## src/rtl/maze_rotator_pipe.sv

```systemverilog
`timescale 1ns/1ps
// maze_rotator_pipe
//   Maps a screen-space maze cell (in_x, in_y) to a linear cell index in maze
//   storage. The mapping depends on the current orientation: a quarter-turn
//   direction plus an optional horizontal mirror. Rotate, mirror and load
//   commands update that orientation.
//   The datapath is a two-stage valid/ready pipeline. Stage 1 does the range
//   check and the (row, col) transform. Stage 2 computes row*SIZE + col.
//
// Ports
//   clk, rst_n           : clock, asynchronous active-low reset
//   in_valid / in_ready  : request handshake
//   in_x, in_y           : screen column / row (CW bits)
//   rot_cw, rot_ccw      : quarter-turn commands (both together cancel)
//   mirror_tgl           : toggle horizontal mirroring
//   orient_load/orient_in: direct load of {mirror, dir}
//   orient               : current {mirror, dir}
//   out_valid / out_ready: result handshake
//   out_index            : linear cell index (0 when out of range)
//   out_err              : request coordinate was out of range
//   out_orient           : orientation captured when the request was accepted
module maze_rotator_pipe #(
  parameter int SIZE = 22,
  localparam int CW = $clog2(SIZE),
  localparam int IW = $clog2(SIZE * SIZE)
) (
  input  logic          clk,
  input  logic          rst_n,
  input  logic          in_valid,
  output logic          in_ready,
  input  logic [CW-1:0] in_x,
  input  logic [CW-1:0] in_y,
  input  logic          rot_cw,
  input  logic          rot_ccw,
  input  logic          mirror_tgl,
  input  logic          orient_load,
  input  logic [2:0]    orient_in,
  output logic [2:0]    orient,
  output logic          out_valid,
  input  logic          out_ready,
  output logic [IW-1:0] out_index,
  output logic          out_err,
  output logic [2:0]    out_orient
);

  localparam logic [CW-1:0] MAX = CW'(SIZE - 1);

  logic [1:0]    dir;
  logic          mirror;

  logic          s1_valid;
  logic          s1_err;
  logic [CW-1:0] s1_row;
  logic [CW-1:0] s1_col;
  logic [2:0]    s1_orient;

  logic          s2_en;
  logic          s1_en;
  logic          in_err;
  logic [CW-1:0] rot_row;
  logic [CW-1:0] rot_col;
  logic [CW-1:0] map_col;

  // Each stage advances whenever its downstream slot is free or draining.
  // Gating with rst_n keeps in_ready low while reset is held.
  assign s2_en    = !out_valid || out_ready;
  assign s1_en    = !s1_valid || s2_en;
  assign in_ready = rst_n && s1_en;
  assign orient   = {mirror, dir};

  // Orientation register. orient_load overrides everything. Opposing turn
  // commands in the same cycle cancel each other.
  always_ff @(posedge clk or negedge rst_n) begin
    if (!rst_n) begin
      mirror <= 1'b0;
      dir    <= 2'd2;
    end else if (orient_load) begin
      mirror <= orient_in[2];
      dir    <= orient_in[1:0];
    end else begin
      if (mirror_tgl)
        mirror <= ~mirror;
      if (rot_cw && !rot_ccw)
        dir <= dir + 2'd1;
      else if (rot_ccw && !rot_cw)
        dir <= dir - 2'd1;
    end
  end

  // Rotation first, then the mirror is applied to the column.
  // When the coordinate is out of range, row/col are don't-care because
  // stage 2 forces the index to zero.
  always_comb begin
    in_err  = (32'(in_x) >= SIZE) || (32'(in_y) >= SIZE);
    rot_row = in_y;
    rot_col = in_x;
    case (dir)
      2'd0: begin rot_row = MAX - in_y; rot_col = MAX - in_x; end
      2'd1: begin rot_row = in_x;       rot_col = MAX - in_y; end
      2'd2: begin rot_row = in_y;       rot_col = in_x;       end
      2'd3: begin rot_row = MAX - in_x; rot_col = in_y;       end
      default: begin rot_row = in_y;    rot_col = in_x;       end
    endcase
    map_col = mirror ? (MAX - rot_col) : rot_col;
  end

  // Stage 1 captures the transform and the orientation seen on the accept
  // cycle. Orientation updates in that same cycle only affect later requests.
  always_ff @(posedge clk or negedge rst_n) begin
    if (!rst_n) begin
      s1_valid  <= 1'b0;
      s1_err    <= 1'b0;
      s1_row    <= '0;
      s1_col    <= '0;
      s1_orient <= 3'b010;
    end else if (s1_en) begin
      s1_valid <= in_valid;
      if (in_valid) begin
        s1_err    <= in_err;
        s1_row    <= rot_row;
        s1_col    <= map_col;
        s1_orient <= orient;
      end
    end
  end

  // Stage 2 does the multiply-add at 32 bits, then narrows to IW.
  // The stage holds its result while the consumer stalls.
  always_ff @(posedge clk or negedge rst_n) begin
    if (!rst_n) begin
      out_valid  <= 1'b0;
      out_index  <= '0;
      out_err    <= 1'b0;
      out_orient <= 3'b010;
    end else if (s2_en) begin
      out_valid <= s1_valid;
      if (s1_valid) begin
        out_index  <= s1_err ? '0 : IW'(32'(s1_row) * 32'(SIZE) + 32'(s1_col));
        out_err    <= s1_err;
        out_orient <= s1_orient;
      end
    end
  end

endmodule

```

## config.mk

```make
export PLATFORM = sky130hd
export DESIGN_NAME = maze_rotator_pipe
export DESIGN_NICKNAME = d
export VERILOG_FILES = /design/src/rtl/maze_rotator_pipe.sv
export SDC_FILE = /design/constraint.sdc
export NUM_CORES = 1
export LEC_CHECK = 0
export CORE_MARGIN = 4
export CORE_UTILIZATION = 55
export CTS_BUF_LIST = sky130_fd_sc_hd__clkbuf_8
export DETAILED_ROUTE_END_ITERATION = 16
export PLACE_DENSITY = 0.94
export SETUP_SLACK_MARGIN = 0.1
export SYNTH_ARGS = -nofsm -noshare
export SYNTH_HDL_FRONTEND = slang
export SYNTH_SLANG_ARGS = --single-unit
```

## constraint.sdc

```tcl
create_clock -name clk -period 3.27 [get_ports clk]
set_input_delay 0.654 -clock clk [delete_from_list [all_inputs] [get_ports clk]]
set_output_delay 0.654 -clock clk [all_outputs]
set_load 0.05 [all_outputs]
```

; Yosys cells after proc, flatten, opt, wreduce, memory -nomap -nowiden
; Cells that the tools add are included.
[word_totals]
register_bits = 32
input_bits = 21
out_inout_bits = 18
wordCells = 48
[op_classes]
add_sub_neg = 6
mul = 1
order_cmp = 2
eq_ne = 3
mux = 9
n_bitwise = 1
n_reduce_logical = 15
[op_table]
columns = op, count
row1 = 5-bit one-hot mux with 4 select lines, 2
row2 = 5-bit subtractor (first input constant), 3
row3 = 5-bit greater-or-equal comparator (second input constant), 2
row4 = 9-bit by 5-bit adder with 9-bit output, 1
row5 = 9-bit 2-to-1 mux, 1
row6 = 5-bit by 4-bit multiplier with 8-bit output (second input constant), 1
row7 = 2-bit 2-to-1 mux, 3
row8 = 5-bit 2-to-1 mux, 1
row9 = 2-bit == test (second input constant), 2
row10 = 1-bit logical NOT, 4
row11 = 2-bit AND reduction, 2
row12 = 1-bit logical AND, 3
row13 = 1-bit logical OR, 3
row14 = 3-bit nonzero test, 1
row15 = 2-bit by 1-bit adder with 2-bit output (second input constant), 1
row16 = 2-bit by 1-bit == test with 1-bit output (second input constant), 1
row17 = 2-bit logical NOT, 1
row18 = 1-bit 2-to-1 mux, 2
row19 = 2-bit nonzero test, 1
row20 = 2-bit by 1-bit subtractor with 2-bit output (second input constant), 1
row21 = 1-bit inverter, 1

; Depth between registers and ports, before layout
; Gate-level depths: netlist of run 1.
[depth]
word_depth = 5
depth_mapped = 10
mapped_depth_nobuf = 9

; Worst setup path after synthesis of run 1
; Ideal clock, no wire load.
[synth_path]
path_kind = register to register
startpoint = reg s1_row[0]
endpoint = reg out_index[8]
setup_ns = 0.071
arrival_time_ns = 2.633
slack_ns = 0.566
stages_incl_launch_ff = 10
path_buffers = 0
period_less_slack_ns = 2.704
cell_sequence = dfrtp_1 -> ha_1 -> ha_1 -> fa_1 -> ha_1 -> a21oi_1 -> o21ai_0 -> and4_4 -> or3_1 -> nand4_1
[synth_between]
elab_chain_cells = 3
[synth_rtl]
columns = element, line_no
row1 = start: declaration, 53  ; logic [CW-1:0] s1_row;
row2 = start signal: assignment, 120  ; s1_row <= rot_row;
row3 = 5-bit by 4-bit multiplier with 8-bit output, 138  ; out_index <= s1_err ? '0 : IW'(32'(s1_row) * 32'(SIZE) + 32'(s1_col));
row4 = 9-bit by 5-bit adder with 9-bit output, 138
row5 = 9-bit 2-to-1 mux, 138
row6 = end signal: assignment, 138
row7 = end: declaration, 41  ; output logic [IW-1:0] out_index,
; Every way passes these cells.
; A chain may end at the register's enable or synchronous reset.

; Final worst setup path of run 1
; Same ends and word-level chain as after synthesis.

==> results of run 1 <==
through the flow:
| stage | std cells | hold WS, ns | util | power, mW |
|---|---|---|---|---|
| final | 317 | 0.473 | 0.726 | 2.23 |
| after CTS | 317 | 0.479 | 0.726 | 2.24 |
| after detailed placement | 309 | 0.465 | 0.696 | 1.85 |
| after global routing | 317 | 0.502 | 0.726 | 2.41 |
| after global placement | 309 | 0.458 | 0.696 | 1.80 |
| after floorplan | 231 | 0.358 | - | 1.53 |
cell usage in the layout, fill, tap and decap left out, drive strengths merged, types with 4 or more instances in the layout:
cell,n
o21ai,25
ha,24
nor2b,8
xor2,8
xnor2,8
nor2,7
mux2,7
dfrtp,29
inv,9
mux2i,4
a21oi,15
nand2b,8
clkbuf,5
nand2,33
clkdlybuf4s50,37
a22o,5
flip-flops by register name (all words and copies together), names as in the netlist:
register    count
out_valid       1
s1_orient       3
out_index       9
s1_err          1
mirror          1
dir             2
s1_row          5
out_err         1
s1_valid        1
out_orient      3
s1_col          5
routing by layer:
layer	vias to the layer above	global-route usage
li1	889	-
met1	863	0.217
met2	68	0.344
met3	16	0.0477
met4	0	0.109
met5	-	0
critical path, cell delays in order (launching register included):
cell and delay [ns]:
dfrtp_1 0.43, ha_1 0.32, ha_1 0.33, fa_1 0.48, ha_1 0.37, nand2_1 0.07
o21ai_0 0.25, and4_4 0.28, mux2i_1 0.19, nand4_1 0.10
worst min path at each step:
stage | start | to | slack [ns] | cells after the start
2_1_floorplan | rst_n | dir[0] | 0.36 | 0
3_3_place_gp | out_index[2] | out_index[2] | 0.46 | 2
3_5_place_dp | out_index[2] | out_index[2] | 0.46 | 2
4_1_cts | out_index[2] | out_index[2] | 0.48 | 2
5_1_grt | out_index[3] | out_index[3] | 0.50 | 2
6_report | out_index[2] | out_index[2] | 0.47 | 2
report_power, final:
part           internal, mW  switching (mW)
sequential            0.514          0.0843
combinational         0.528           0.730
clock                 0.225           0.151
layout make-up:
type	instances	area, um^2
Clock buffer	5	68.8
Clock inverter	3	42.5
Fill cell	276	1030
Inverter	9	33.8
Multi-Input combinational cell	180	1320
Sequential cell	32	805
Tap cell	48	60.1
Timing Repair Buffer	40	405
logic make-up after synthesis:
logic type | after synthesis | share of synthesized area
AO/OA/AOI/OAI | 59 | 0.168
XOR/XNOR | 16 | 0.0633
adder cells (fa/ha/maj) | 27 | 0.163
buffers and inverters | 19 | 0.0395
flip-flops | 32 | 0.363
multiplexers | 11 | 0.0537
AND/OR/NAND/NOR | 67 | 0.149
==> flow_summary.ini, run 1 <==
[outcome]
status = complete, no violations

[logic_synthesis]
synth-seq-cells = 32
synth_most_common_cell = nand2_1
synth.distinct_cells = 43
synth_ff_type = dfrtp_1
syn-mean-instance-area_um2 = 9.59
synthTopCellsByCount = nand2_1, dfrtp_1, ha_1, o21ai_0, a21oi_1
syn_inst = 231
synth_top_area_cell = dfrtp_1
postSynth.asyncResetShare = 1.00
synth.area.top_cells = dfrtp_1, ha_1, nand2_1
syn-cell-area_um2 = 2210
syn-num-nets = 279
synth_edf_count = 0
synth_top_cell_area_share = 0.328
ys_warn_count = 0
yosysSeqAreaShare = 0.363

[die]
die-area_um2 = 5110
die_y_um = 71.5
rows = 22
die_width_um = 71.5
initial_core_util = 0.587
ioPinCount = 39
core_um2 = 3770

[sta]
fin_crit_ns = 2.96
tns_ns = 0
finClkSkew_ns = 0.00578
finalHoldViolCount = 0
tightestPinTransition_ns = 0.745
min_period_over_period = 0.905
max_freq_mhz = 338
slew_viol_final = 0
rsz0062_at_grt = false
fin_ws_ns = 0.312
max_slew_margin = 0.502
setup_viol = 0

[routing]
maxUsedRoutingLayer = met4
vias = 1836
wl_met3_um = 298
viasPerCell = 5.79
drt-wirelength-per-cell_um = 14.6
ant_nets = 0
drc = 0
firstDrtPassIters = 4
wl_met1_mm = 1.88
postRouteWirelength_mm = 4.62
drtIter0Drc = 128
route.met2.wl_mm = 2.27

[cts]
insertion_delay_ns = 0.29
cts-buffers-inserted = 5
clockRootBuffer = clkbuf_8
cts_tree = yes
cts_hold_buf = 0
cts.clk_slew.worst_paths_ns = 0.07
cts_resized = 0
cts_max_path_buffers = 2
post_cts_buffers = 0
cts.sinks = 32
cts-htree-levels = 2

[critical_path]
r2r-end = out_index[8]
r2r_slack_ns = 0.31
critPathKind = register to register
reg2reg_from = s1_row[0]
cp-start-kind = register
path_max_fanout = 4
ff2ff_path_depth = 9
cp.required_ns = 3.43
endpoint = out_index[8]
cp-startpoint = s1_row[0]
endpoint_kind = register
crit_arrival_ns = 3.12

[grt]
overflow = 0
grt_use_total = 0.197
grt_pass1_wl_mm = 7.97
first_global_vias = 1828
grt_max_degree = 33
antenna_found_initial = 0

[flow_run]
maxCapViolations = 0

[cells_and_area]
antenna_cells = 0
nets = 316
areaGrowthSynthToFinish_pct = 23.6
final_area_um2 = 2740
drive_gt1_frac = 0.0967

[power_and_ir_drop]
cellPowerDensity_nw_per_um2 = 816
irDropWorstVdd_mv = 0.289
leakagePower_nw = 1.25

[placed_design]
portBuffers = 38
dp_hpwl_mm = 3.58
dp_slack_ns = 0.390
gp_congestion = 0.888
placed_area_um2 = 2630

[min_path]
hp-class = register to register
Note: power is estimated with default switching activity, not from simulation.
==> run 2, diff against run 1 <==
--- a/config.mk
+++ b/config.mk
@@ -5,12 +5,15 @@
 export SDC_FILE = /design/constraint.sdc
 export NUM_CORES = 1
 export LEC_CHECK = 0
+export CAP_MARGIN = 40
 export CORE_MARGIN = 4
 export CORE_UTILIZATION = 55
 export CTS_BUF_LIST = sky130_fd_sc_hd__clkbuf_8
+export CTS_CLUSTER_DIAMETER = 120
 export DETAILED_ROUTE_END_ITERATION = 16
 export PLACE_DENSITY = 0.94
 export SETUP_SLACK_MARGIN = 0.1
+export SKIP_CTS_REPAIR_TIMING = 1
 export SYNTH_ARGS = -nofsm -noshare
 export SYNTH_HDL_FRONTEND = slang
 export SYNTH_SLANG_ARGS = --single-unit
==> results of run 2 <==
No change in the layout: final DEF, timing and power equal those of run 1.
==> run 3, diff against run 2 <==
--- a/config.mk
+++ b/config.mk
@@ -5,13 +5,12 @@
 export SDC_FILE = /design/constraint.sdc
 export NUM_CORES = 1
 export LEC_CHECK = 0
-export CAP_MARGIN = 40
 export CORE_MARGIN = 4
-export CORE_UTILIZATION = 55
+export CORE_UTILIZATION = 59
 export CTS_BUF_LIST = sky130_fd_sc_hd__clkbuf_8
 export CTS_CLUSTER_DIAMETER = 120
 export DETAILED_ROUTE_END_ITERATION = 16
-export PLACE_DENSITY = 0.94
+export PLACE_DENSITY = 0.95
 export SETUP_SLACK_MARGIN = 0.1
 export SKIP_CTS_REPAIR_TIMING = 1
 export SYNTH_ARGS = -nofsm -noshare
==> constraint.sdc (replaced) <==
create_clock -name clk -period 3.7 [get_ports clk]
set_input_delay 0.74 -clock clk [delete_from_list [all_inputs] [get_ports clk]]
set_output_delay 0.74 -clock clk [all_outputs]
set_load 0.05 [all_outputs]
==> run 3 against run 2 <==
Design area decreased by 0.73%. Die area shrank 6.0%. First-iteration DRC count shrank 37%. Highest routed layer unchanged. Combinational power is 11% lower. Largest cell class unchanged. Non-clock buffer count unchanged. Critical path depth unchanged. Core utilization increased by 5.8 points. Power down 14%. Critical endpoint unchanged. Count of clock-buffer cells in the layout rose by 1. Flip-flop and latch count stayed put. Clock power down 27%. Via count is 1.5% lower.
==> flow_summary.ini, run 3 (synthesis results as in run 1) <==
[cells_and_area]
areaGrowthSynthToFinish_pct = 22.7
top_regs = out_index (9), s1_col (5), s1_row (5)
nFillCells = 237
nets = 316
final_common_cell = clkdlybuf4s50_1
final_area_um2 = 2720
antenna_cells = 0
regMostFlops = out_index
largest_reg_flops = 9
drive_gt1_frac = 0.0929
regArea_um2 = 805
multi_input_area_um2 = 1320
mostFrequentLayoutCells = clkdlybuf4s50_1, nand2_1, dfrtp_1

[cts]
cts_max_path_buffers = 2
cts_tree = yes
clockRootBuffer = clkbuf_8
cts.clk_slew.worst_paths_ns = 0.06
insertion_delay_ns = 0.29
cts.sinks = 32
cts-buffers-inserted = 5
cts-htree-levels = 2

[grt]
first_global_vias = 1842
antenna_found_initial = 0
grt_use_total = 0.207
use_met1 = 0.237
grt_max_degree = 33
busiest_layer = met2
grtUsageMet3 = 0.0377
overflow = 0
use_met2 = 0.362
grt_pass1_wl_mm = 8.11

[critical_path]
path_max_fanout = 4
crit_arrival_ns = 3.09
cp-start-kind = register
critPathKind = register to register
r2r_slack_ns = 0.77
cp.required_ns = 3.86
endpoint_kind = register
ff2ff_path_depth = 9

[power_and_ir_drop]
power_mw = 1.92
cellPowerDensity_nw_per_um2 = 708
irDropWorstVdd_mv = 0.312
leakagePower_nw = 1.24

[routing]
firstDrtPassIters = 4
drtIter0Drc = 81
vias = 1809
ant_nets = 0
viasPerCell = 5.74
drc = 0
postRouteWirelength_mm = 4.69
drt-wirelength-per-cell_um = 14.9

[sta]
fin_crit_ns = 2.93
finalHoldViolCount = 0
tns_ns = 0
tightestPinTransition_ns = 0.753
rsz0062_at_grt = false
setup_viol = 0
max_slew_margin = 0.497
slew_viol_final = 0
finClkSkew_ns = 0.00719
min_period_over_period = 0.792
max_freq_mhz = 341

[die]
initial_core_util = 0.639
die-area_um2 = 4800
rows = 21
die_y_um = 69.3
die_width_um = 69.3
core_um2 = 3470
ioPinCount = 39

[placed_design]
gp_congestion = 0.857
portBuffers = 38
placed_area_um2 = 2620
dp_hpwl_mm = 3.58

[min_path]
hold_depth = 2
hp-class = register to register

[outcome]
status = complete, no violations

[flow_run]
maxCapViolations = 0
==> run 3: cell count changes in the layout (fill, tap and decap cells not counted) <==
cell       change
bufinv_16      -1
clkbuf_8       +1
clkinv_2       -1
inv_1          +1
==> run 3: where the power goes <==
part | switching [mW] | leakage (nW) | internal (mW)
Clock | 0.126 | 0.0486 | 0.148
Combinational | 0.653 | 0.805 | 0.467
Sequential | 0.0748 | 0.390 | 0.455
Total | 0.853 | 1.24 | 1.07
==> run 3: per-layer routing <==
metal / vias up / share of wire
met4: 0 / 0.020
met3: 8 / 0.058
met1: 843 / 0.42
met2: 71 / 0.51
met5: - / 0
li1: 887 / -
==> run 3: final timing paths <==
check,start,end
worst max-delay path,s1_row[0],out_index[8]
worst min-delay path,out_index[3],out_index[3]
worst max register to register,s1_row[0],out_index[8]
worst min register to register,out_index[3],out_index[3]
max in group asynchronous,rst_n,dir[1]
min in group asynchronous,rst_n,s1_orient[0]
==> run 3: layout make-up <==
| type | instances | area share |
|---|---|---|
| multi-input cells | 180 | 0.487 |
| inverters | 9 | 0.0124 |
| well taps | 46 | 0.0212 |
| clock buffers | 6 | 0.0304 |
| repair buffers | 40 | 0.149 |
| flip-flops and latches | 32 | 0.296 |
| clock inverters | 2 | 0.00414 |
==> run 3: stage by stage <==
stage               std cells   util  hold WS (ns)  worst slack [ns]
floorplan                 231      -         0.444             0.996
global placement          307  0.756         0.460             0.933
detailed placement        307  0.756         0.470             0.847
CTS                       315  0.784         0.485             0.791
global route              315  0.784         0.504             0.609
finish                    315  0.784         0.487             0.770
==> run 3: worst max-delay path, stage by stage, from the launching register on <==
cell     delay (ns)
dfrtp_1        0.42
ha_1           0.32
ha_1           0.33
fa_1           0.50
ha_1           0.37
nand2_1        0.07
o21ai_0        0.24
and4_4         0.28
mux2i_1        0.18
nand4_1        0.10
